File: src/rtl/cv32e40px_core_v_xif_pkg.sv
// CORE-V-XIF types shared between the core and the offload logic.
// Only the commit packet is needed by the ID tracker.
package cv32e40px_core_v_xif_pkg;

    localparam int unsigned X_ID_WIDTH = 4;

    typedef struct packed {
        logic [X_ID_WIDTH-1:0] id;
        logic                  commit_kill;
    } x_commit_t;

endpackage

File: src/rtl/cv32e40px_x_tracker_pkg.sv
// Types for the XIF outstanding-transaction tracker.
// Entry lifecycle states; FREE must stay the reset encoding.
package cv32e40px_x_tracker_pkg;

    typedef enum logic [1:0] {
        X_FREE      = 2'd0,
        X_ISSUED    = 2'd1,
        X_COMMITTED = 2'd2
    } x_trk_state_e;

endpackage

File: src/rtl/cv32e40px_x_id_tracker_entry.sv
// One tracker entry: lifecycle FSM, id/writeback registers, CAM match outputs.
// Latency: matches are combinational on registered state, updates land at the next edge.
// Backpressure: none; the enables are qualified by the owner.
module cv32e40px_x_id_tracker_entry
    import cv32e40px_x_tracker_pkg::*;
#(
    parameter int unsigned X_ID_WIDTH = 4
) (
    input  logic                  clk,
    input  logic                  rst,
    input  logic                  alloc_en,
    input  logic [X_ID_WIDTH-1:0] alloc_id,
    input  logic                  alloc_wb,
    input  logic                  commit_en,
    input  logic                  commit_kill,
    input  logic                  result_en,
    input  logic [X_ID_WIDTH-1:0] commit_id,
    input  logic [X_ID_WIDTH-1:0] result_id,
    output x_trk_state_e          state,
    output logic [X_ID_WIDTH-1:0] id,
    output logic                  wb,
    output logic                  commit_match,
    output logic                  result_match
);

    x_trk_state_e          state_q, state_d;
    logic [X_ID_WIDTH-1:0] id_q;
    logic                  wb_q;

    always_ff @(posedge clk or posedge rst) begin
        if (rst) begin
            state_q <= X_FREE;
            id_q    <= '0;
            wb_q    <= 1'b0;
        end else begin
            state_q <= state_d;
            if (alloc_en) begin
                id_q <= alloc_id;
                wb_q <= alloc_wb;
            end
        end
    end

    always_comb begin
        state_d = state_q;
        unique case (state_q)
            X_FREE:      if (alloc_en) state_d = X_ISSUED;
            // A committed instruction only lingers if a result is still owed.
            X_ISSUED:    if (commit_en) state_d = (!commit_kill && wb_q) ? X_COMMITTED : X_FREE;
            X_COMMITTED: if (result_en) state_d = X_FREE;
            default:     state_d = X_FREE;
        endcase
    end

    assign commit_match = (state_q == X_ISSUED)    && (id_q == commit_id);
    assign result_match = (state_q == X_COMMITTED) && (id_q == result_id);
    assign state        = state_q;
    assign id           = id_q;
    assign wb           = wb_q;

endmodule

File: src/rtl/cv32e40px_x_id_tracker.sv
// Tracks outstanding XIF offloads: hands out IDs, follows commit/result, retires entries.
// Latency: commit/result lookups are 0-cycle CAMs, state updates at the next clk_i edge.
// Backpressure: id_avail_o drops when full or next ID live; CV32E40PX_X_TRACKER_TIMEOUT_EN adds a watchdog.
module cv32e40px_x_id_tracker
    import cv32e40px_core_v_xif_pkg::x_commit_t;
    import cv32e40px_x_tracker_pkg::*;
#(
    parameter int unsigned X_ID_WIDTH     = 4,
    parameter int unsigned DEPTH          = 4,
    parameter int unsigned TIMEOUT_CYCLES = 1024
) (
    input  logic                       clk_i,
    input  logic                       rst_i,
    output logic [X_ID_WIDTH-1:0]      next_id_o,
    output logic                       id_avail_o,
    input  logic                       alloc_i,
    input  logic                       alloc_wb_i,
    input  logic                       commit_valid_i,
    input  x_commit_t                  commit_i,
    input  logic                       result_valid_i,
    input  logic [X_ID_WIDTH-1:0]      result_id_i,
    output logic                       result_ready_o,
    output logic [$clog2(DEPTH+1)-1:0] outstanding_o,
    output logic                       empty_o,
    output logic                       full_o,
    output logic                       err_o,
    output logic                       timeout_o
);

    localparam int unsigned CW = $clog2(DEPTH+1);

    x_trk_state_e                         ent_state [DEPTH];
    logic [DEPTH-1:0][X_ID_WIDTH-1:0]     ent_id;
    logic [DEPTH-1:0]                     ent_wb, ent_cm, ent_rm;
    logic [DEPTH-1:0]                     alloc_sel, commit_hit, result_hit;
    logic [X_ID_WIDTH-1:0]                next_id_q, commit_id;
    logic [CW-1:0]                        outstanding_q;
    logic                                 err_q, id_in_use, alloc_ok, found;
    logic                                 commit_any, commit_retire, result_any;

    assign commit_id = X_ID_WIDTH'(commit_i.id);

    for (genvar g = 0; g < DEPTH; g++) begin : g_entry
        cv32e40px_x_id_tracker_entry #(.X_ID_WIDTH(X_ID_WIDTH)) u_entry (
            .clk          (clk_i),
            .rst          (rst_i),
            .alloc_en     (alloc_ok && alloc_sel[g]),
            .alloc_id     (next_id_q),
            .alloc_wb     (alloc_wb_i),
            .commit_en    (commit_hit[g]),
            .commit_kill  (commit_i.commit_kill),
            .result_en    (result_hit[g]),
            .commit_id    (commit_id),
            .result_id    (result_id_i),
            .state        (ent_state[g]),
            .id           (ent_id[g]),
            .wb           (ent_wb[g]),
            .commit_match (ent_cm[g]),
            .result_match (ent_rm[g])
        );
    end

    // Lowest-index free entry wins; id uniqueness among live entries is what keeps the CAMs one-hot.
    always_comb begin
        alloc_sel = '0;
        found     = 1'b0;
        id_in_use = 1'b0;
        for (int i = 0; i < DEPTH; i++) begin
            if (!found && ent_state[i] == X_FREE) begin
                alloc_sel[i] = 1'b1;
                found        = 1'b1;
            end
            if (ent_state[i] != X_FREE && ent_id[i] == next_id_q) id_in_use = 1'b1;
        end
    end

    assign full_o        = (outstanding_q == CW'(DEPTH));
    assign empty_o       = (outstanding_q == '0);
    assign id_avail_o    = !full_o && !id_in_use;
    assign alloc_ok      = alloc_i && id_avail_o;
    assign commit_hit    = commit_valid_i ? ent_cm : '0;
    assign result_hit    = result_valid_i ? ent_rm : '0;
    assign commit_any    = |commit_hit;
    assign result_any    = |result_hit;
    assign commit_retire = commit_any && (commit_i.commit_kill || !(|(commit_hit & ent_wb)));

    always_ff @(posedge clk_i or posedge rst_i) begin
        if (rst_i) begin
            next_id_q     <= '0;
            outstanding_q <= '0;
            err_q         <= 1'b0;
        end else begin
            if (alloc_ok) next_id_q <= next_id_q + X_ID_WIDTH'(1);
            outstanding_q <= outstanding_q + CW'(alloc_ok) - CW'(commit_retire) - CW'(result_any);
            if ((alloc_i && !id_avail_o) || (commit_valid_i && !commit_any) ||
                (result_valid_i && !result_any))
                err_q <= 1'b1;
        end
    end

    assign next_id_o      = next_id_q;
    assign outstanding_o  = outstanding_q;
    assign err_o          = err_q;
    assign result_ready_o = !rst_i;

`ifdef CV32E40PX_X_TRACKER_TIMEOUT_EN
    localparam int unsigned IW = (DEPTH > 1) ? $clog2(DEPTH) : 1;
    localparam int unsigned TW = $clog2(TIMEOUT_CYCLES+1);

    logic [IW-1:0]         oldest_idx, oldest_idx_q;
    logic [X_ID_WIDTH-1:0] age, oldest_age;
    logic [TW-1:0]         to_cnt_q;
    logic                  any_live, timeout_q;

    // IDs are handed out in order and never reused while live, so distance behind next_id is age.
    always_comb begin
        any_live   = 1'b0;
        oldest_idx = '0;
        oldest_age = '0;
        age        = '0;
        for (int i = 0; i < DEPTH; i++) begin
            age = next_id_q - ent_id[i] - X_ID_WIDTH'(1);
            if (ent_state[i] != X_FREE && (!any_live || age > oldest_age)) begin
                any_live   = 1'b1;
                oldest_idx = IW'(i);
                oldest_age = age;
            end
        end
    end

    always_ff @(posedge clk_i or posedge rst_i) begin
        if (rst_i) begin
            oldest_idx_q <= '0;
            to_cnt_q     <= '0;
            timeout_q    <= 1'b0;
        end else begin
            oldest_idx_q <= oldest_idx;
            if (!any_live || oldest_idx != oldest_idx_q) begin
                to_cnt_q <= '0;
            end else begin
                if (to_cnt_q != TW'(TIMEOUT_CYCLES)) to_cnt_q <= to_cnt_q + TW'(1);
                if (to_cnt_q >= TW'(TIMEOUT_CYCLES - 1)) timeout_q <= 1'b1;
            end
        end
    end

    assign timeout_o = timeout_q;
`else
    assign timeout_o = 1'b0;
`endif

endmodule

File: config.mk
export PLATFORM = sky130hd
export DESIGN_NAME = cv32e40px_x_id_tracker
export DESIGN_NICKNAME = d
export VERILOG_FILES = /design/src/rtl/cv32e40px_core_v_xif_pkg.sv /design/src/rtl/cv32e40px_x_tracker_pkg.sv /design/src/rtl/cv32e40px_x_id_tracker_entry.sv /design/src/rtl/cv32e40px_x_id_tracker.sv
export SDC_FILE = /design/constraint.sdc
export NUM_CORES = 1
export LEC_CHECK = 0
export ABC_AREA = 1
export CORE_MARGIN = 3
export CORE_UTILIZATION = 57
export CTS_CLUSTER_SIZE = 40
export DETAILED_ROUTE_END_ITERATION = 8
export PLACE_DENSITY = 0.86
export SLEW_MARGIN = 10
export SYNTH_ARGS = -nofsm -noshare
export SYNTH_HDL_FRONTEND = slang
export SYNTH_HIERARCHICAL = 1
export SYNTH_SLANG_ARGS = --single-unit
File: constraint.sdc
create_clock -name clk_i -period 2.95 [get_ports clk_i]
set_input_delay 0.59 -clock clk_i [delete_from_list [all_inputs] [get_ports clk_i]]
set_output_delay 0.59 -clock clk_i [all_outputs]
set_load 0.05 [all_outputs]
==> impl_results.html <==
<table>
<tr><th>Metric</th><th>Value</th></tr>
<tr><th colspan="2">Cells and area</th></tr>
<tr><td>Area growth syn-to-layout</td><td>18.6%</td></tr>
<tr><td>Final #Nets</td><td>503</td></tr>
<tr><td>Antenna cell count</td><td>0</td></tr>
<tr><td>Post-layout instance count excluding filler cells</td><td>535</td></tr>
<tr><td>Fraction of layout cells with a size suffix above 1</td><td>9.94%</td></tr>
<tr><td>Final std cell area, no fill</td><td>3250 um^2</td></tr>
<tr><th colspan="2">Setup path</th></tr>
<tr><td>Most numerous cell on the critical path</td><td>nand2_1</td></tr>
<tr><td>Critical Path, Cell by Cell</td><td>dlygate4sd2_1 &gt; inv_1 &gt; nand2_1 &gt; nand2_1 &gt; nor2_1 &gt; nand2_1 &gt; nor2_1 &gt; nand2_1 &gt; inv_1 &gt; a22o_1 &gt; nor2_2 &gt; o21ai_2 &gt; fa_1 &gt; ha_1 &gt; ha_1 &gt; xnor2_1</td></tr>
<tr><td>Kind of cell adding the most delay to the critical path</td><td>adder cells</td></tr>
<tr><td>Critical-path top delay cell</td><td>fa_1</td></tr>
<tr><td>Setup crit end kind</td><td>flop</td></tr>
<tr><td>Highest net fanout along the worst path</td><td>7</td></tr>
<tr><td>Data arrival time of the critical path</td><td>2.87 ns</td></tr>
<tr><td>Buffer and inverter count on the worst path</td><td>3</td></tr>
<tr><td>Worst Setup Start Kind</td><td>input port</td></tr>
<tr><td>Critical path start-end classification</td><td>input port to flop</td></tr>
<tr><td>Biggest cell delay along the critical path</td><td>0.45 ns</td></tr>
<tr><td>Required @ worst endpoint</td><td>3.14 ns</td></tr>
<tr><th colspan="2">Clock tree</th></tr>
<tr><td>Maximum clock insertion buffer count</td><td>2</td></tr>
<tr><td>Source-to-sink clock delay at the later pin of the worst-skew pair</td><td>0.30 ns</td></tr>
<tr><td>CTS tree</td><td>yes</td></tr>
<tr><td>Clock transition at the registers of the reported paths</td><td>0.08 ns</td></tr>
<tr><td>TritonCTS buffer count</td><td>5</td></tr>
<tr><td>Sinks on the clock net</td><td>36</td></tr>
<tr><td>Htree depth</td><td>2</td></tr>
<tr><td>Clock Root Buffer</td><td>clkbuf_8</td></tr>
<tr><td>Buffers inserted during post-CTS setup optimization</td><td>0</td></tr>
<tr><td>Post-CTS Hold Buffers</td><td>0</td></tr>
<tr><th colspan="2">Detailed routing</th></tr>
<tr><td>Via total after detailed routing</td><td>2824</td></tr>
<tr><td>Wire per inst</td><td>14.3 um</td></tr>
<tr><td>Routed Antenna Nets</td><td>0</td></tr>
<tr><td>Number of search-and-repair iterations in the first detailed-routing pass</td><td>5</td></tr>
<tr><td>Final routed wirelength across all metal layers</td><td>7650 um</td></tr>
<tr><td>Via count normalized by instance count</td><td>5.28</td></tr>
<tr><td>Remaining routing DRC violations</td><td>0</td></tr>
<tr><td>Starting DRC count in detailed routing</td><td>307</td></tr>
<tr><th colspan="2">Global routing</th></tr>
<tr><td>Tot GR Track Use</td><td>29.9%</td></tr>
<tr><td>Total grt overflow</td><td>0</td></tr>
<tr><td>Number of global-route vias before repair</td><td>2570</td></tr>
<tr><td>Antenna violations before repair</td><td>0</td></tr>
<tr><td>Maximum number of pins on one net before global-route repair</td><td>14</td></tr>
<tr><td>Wire length of the first global-routing pass</td><td>12400 um</td></tr>
<tr><th colspan="2">Floorplan</th></tr>
<tr><td>Chip width</td><td>75.4 um</td></tr>
<tr><td>Floorplan die area</td><td>5680 um^2</td></tr>
<tr><td>Number of rows in the core area</td><td>24</td></tr>
<tr><td>Number of top-level pins</td><td>28</td></tr>
<tr><td>CORE AREA</td><td>4500 um^2</td></tr>
<tr><td>Starting density of the core</td><td>60.9%</td></tr>
<tr><td>Die Height</td><td>75.4 um</td></tr>
<tr><th colspan="2">Timing</th></tr>
<tr><td>Transition time at the pin with the least slew margin</td><td>0.591 ns</td></tr>
<tr><td>Final setup violating endpoints</td><td>0</td></tr>
<tr><td>Final slew viol count</td><td>0</td></tr>
<tr><td>Worst rel slew slack</td><td>60.6%</td></tr>
<tr><td>Setup repair after global routing missed its margin</td><td>no</td></tr>
<tr><td>FMAX</td><td>0.373 GHz</td></tr>
<tr><td>Post-Route Skew</td><td>0.00837 ns</td></tr>
<tr><td>Final period demand of the worst path</td><td>2.68 ns</td></tr>
<tr><td>Final worst-path cycle share</td><td>90.9%</td></tr>
<tr><td>Final-report hold violation count</td><td>0</td></tr>
<tr><th colspan="2">Synth</th></tr>
<tr><td>Cells after Synth</td><td>441</td></tr>
<tr><td>Synth cell types</td><td>31</td></tr>
<tr><td>Leading post-synthesis cells by cell area</td><td>dfrtp_1, nand2_1, inv_1</td></tr>
<tr><td>Post-synthesis area per instance</td><td>6.22 um^2</td></tr>
<tr><td>Top-area cell type share of the netlist area</td><td>32.8%</td></tr>
<tr><td>Post-Synthesis Net Count</td><td>461</td></tr>
<tr><td>Flop and latch count out of synthesis</td><td>36</td></tr>
<tr><td>Number of warnings reported in the yosys synthesis log</td><td>6</td></tr>
<tr><td>Library cell occupying the most area in the post-synthesis netlist</td><td>dfrtp_1</td></tr>
<tr><td>Synthesized area</td><td>2740 um^2</td></tr>
<tr><td>Share of the yosys chip area belonging to registers</td><td>32.8%</td></tr>
<tr><th colspan="2">Power</th></tr>
<tr><td>PD cells</td><td>1030 nW/um^2</td></tr>
<tr><td>Leakage dissipation</td><td>1.90 nW</td></tr>
<tr><td>Worst IR drop on VDD</td><td>923 uV</td></tr>
<tr><th colspan="2">Run status</th></tr>
<tr><td>Status</td><td>completed</td></tr>
<tr><th colspan="2">Placed design</th></tr>
<tr><td>IO Port Bufs</td><td>26</td></tr>
<tr><td>Placed wire-length estimate</td><td>5730 um</td></tr>
<tr><td>Cell Count Post-Placement</td><td>528</td></tr>
<tr><td>Area of placed instances</td><td>3130 um^2</td></tr>
<tr><td>Global placement routability congestion</td><td>0.983</td></tr>
<tr><th colspan="2">Run</th></tr>
<tr><td>Number of max-cap violations</td><td>0</td></tr>
<tr><th colspan="2">Min path</th></tr>
<tr><td>Type of the worst min-delay path</td><td>flop to flop</td></tr>
</table>
[path summary, 6_finish.rpt]
check	startpoint	to	slack, ns	cells after the start
worst max-delay path	commit_i[2]	outstanding_o[2]	0.27	16
worst min-delay path	err_o	err_o	0.50	2
worst max register to register	g_entry[1].u_entry/id[0]	outstanding_o[2]	0.47	14
worst min register to register	err_o	err_o	0.50	2
max in group asynchronous	rst_i	next_id_o[2]	1.85	2
min in group asynchronous	rst_i	g_entry[2].u_entry/id[1]	0.76	2
[worst reg2reg max path: cells and delay by family (launching register included)]
kind | cells | cell delay [ns]
buffers and inverters | 1 | 0.10
flip-flops | 1 | 0.48
adder cells (fa/ha/maj) | 3 | 0.84
AO/OA/AOI/OAI | 2 | 0.33
XOR/XNOR | 1 | 0.12
AND/OR/NAND/NOR | 7 | 0.50
[cells in the mapped netlist]
| cell | number |
|---|---|
| a211oi_1 | 1 |
| a22o_1 | 2 |
| buf_2 | 2 |
| buf_4 | 1 |
| buf_6 | 4 |
| clkinv_1 | 2 |
| conb_1 | 1 |
| dfrtp_1 | 36 |
| fa_1 | 1 |
| ha_1 | 4 |
| inv_1 | 82 |
| inv_2 | 9 |
| nand2_1 | 175 |
| nand3_1 | 12 |
| nand3_2 | 1 |
| nand3_4 | 1 |
| nand3b_1 | 1 |
| nand4_1 | 9 |
| nor2_1 | 49 |
| nor2_2 | 8 |
| nor2_4 | 1 |
| nor2_8 | 1 |
| nor3_1 | 2 |
| o211ai_1 | 4 |
| o21ai_0 | 12 |
| o21ai_1 | 2 |
| o21bai_1 | 4 |
| or2_0 | 1 |
| or2_1 | 1 |
| xnor2_1 | 10 |
| xor2_1 | 2 |
[per-layer routing]
layer	up-vias	track usage, %	routed length, um
li1	1386	-	-
met1	1256	40.9	3320
met2	156	46.0	3380
met3	26	6.07	655
met4	0	13.4	294
met5	-	0	0
[cells in the final DEF (no fill, tap or decap), drive strengths merged]
master,synthesis,layout
nand2,175,175
inv,91,91
nor2,59,59
dfrtp,36,36
buf,7,18
clkdlybuf4s50,0,16
nand3,14,14
o21ai,14,14
xnor2,10,10
nand4,9,9
clkbuf,0,7
dlymetal6s2s,0,7
ha,4,4
o21bai,4,4
o211ai,4,4
clkinv,2,2
xor2,2,2
nor3,2,2
a22o,2,2
or2,2,2
nand3b,1,1
a211oi,1,1
fa,1,1
conb,1,1
dlygate4sd2,0,1
[logic make-up after synthesis]
kind of cell	count (synthesis)	share of synthesized area (%)
AOI/OAI and AO/OA	25	5.66
xor gates and xnor gates	12	3.83
adders and majority gates	5	2.55
buffers and inverters	100	15.0
DFF	36	32.8
other	1	0.137
and+or+nand+nor	262	40.0
[what timing repair did]
action,in CTS,in global routing
resized for setup,1,9
setup endpoints to repair,1,2
pin swaps,0,0
gates cloned,0,0
[cell type report]
cell class / count / area, um^2
sequential: 36 / 901
timing repair buffer: 42 / 404
inverter: 93 / 349
multi-input combinational: 305 / 1440
tap: 52 / 65.1
clock buffer: 7 / 96.3
fill: 387 / 1250
[sequential cells by signal, indices dropped and copies added (netlist names)]
name                   count
g_entry.u_entry/wb         4
next_id_o                  4
outstanding_o              3
g_entry.u_entry/id        16
g_entry.u_entry/state      8
err_o                      1
[power by group]
part / switching (mW) / internal (mW) / total, mW / leakage [nW]
combinational: 1.22 / 0.666 / 1.89 / 1.40
clock: 0.184 / 0.208 / 0.392 / 0.0503
sequential: 0.357 / 0.711 / 1.07 / 0.451
[through the flow]
step	total power, mW	setup TNS (ns)	hold slack, ns	util [%]	worst slack, ns
global placement	2.88	-0.526	0.489	69.6	-0.252
CTS	3.33	0	0.514	71.7	0.0292
finish	3.35	0	0.504	72.2	0.269
floorplan	2.40	0	0.393	-	0.562
global route	3.63	0	0.527	72.2	0.0838
detailed placement	2.93	-0.740	0.489	69.6	-0.344
Note: power is estimated with default switching activity, not from simulation.
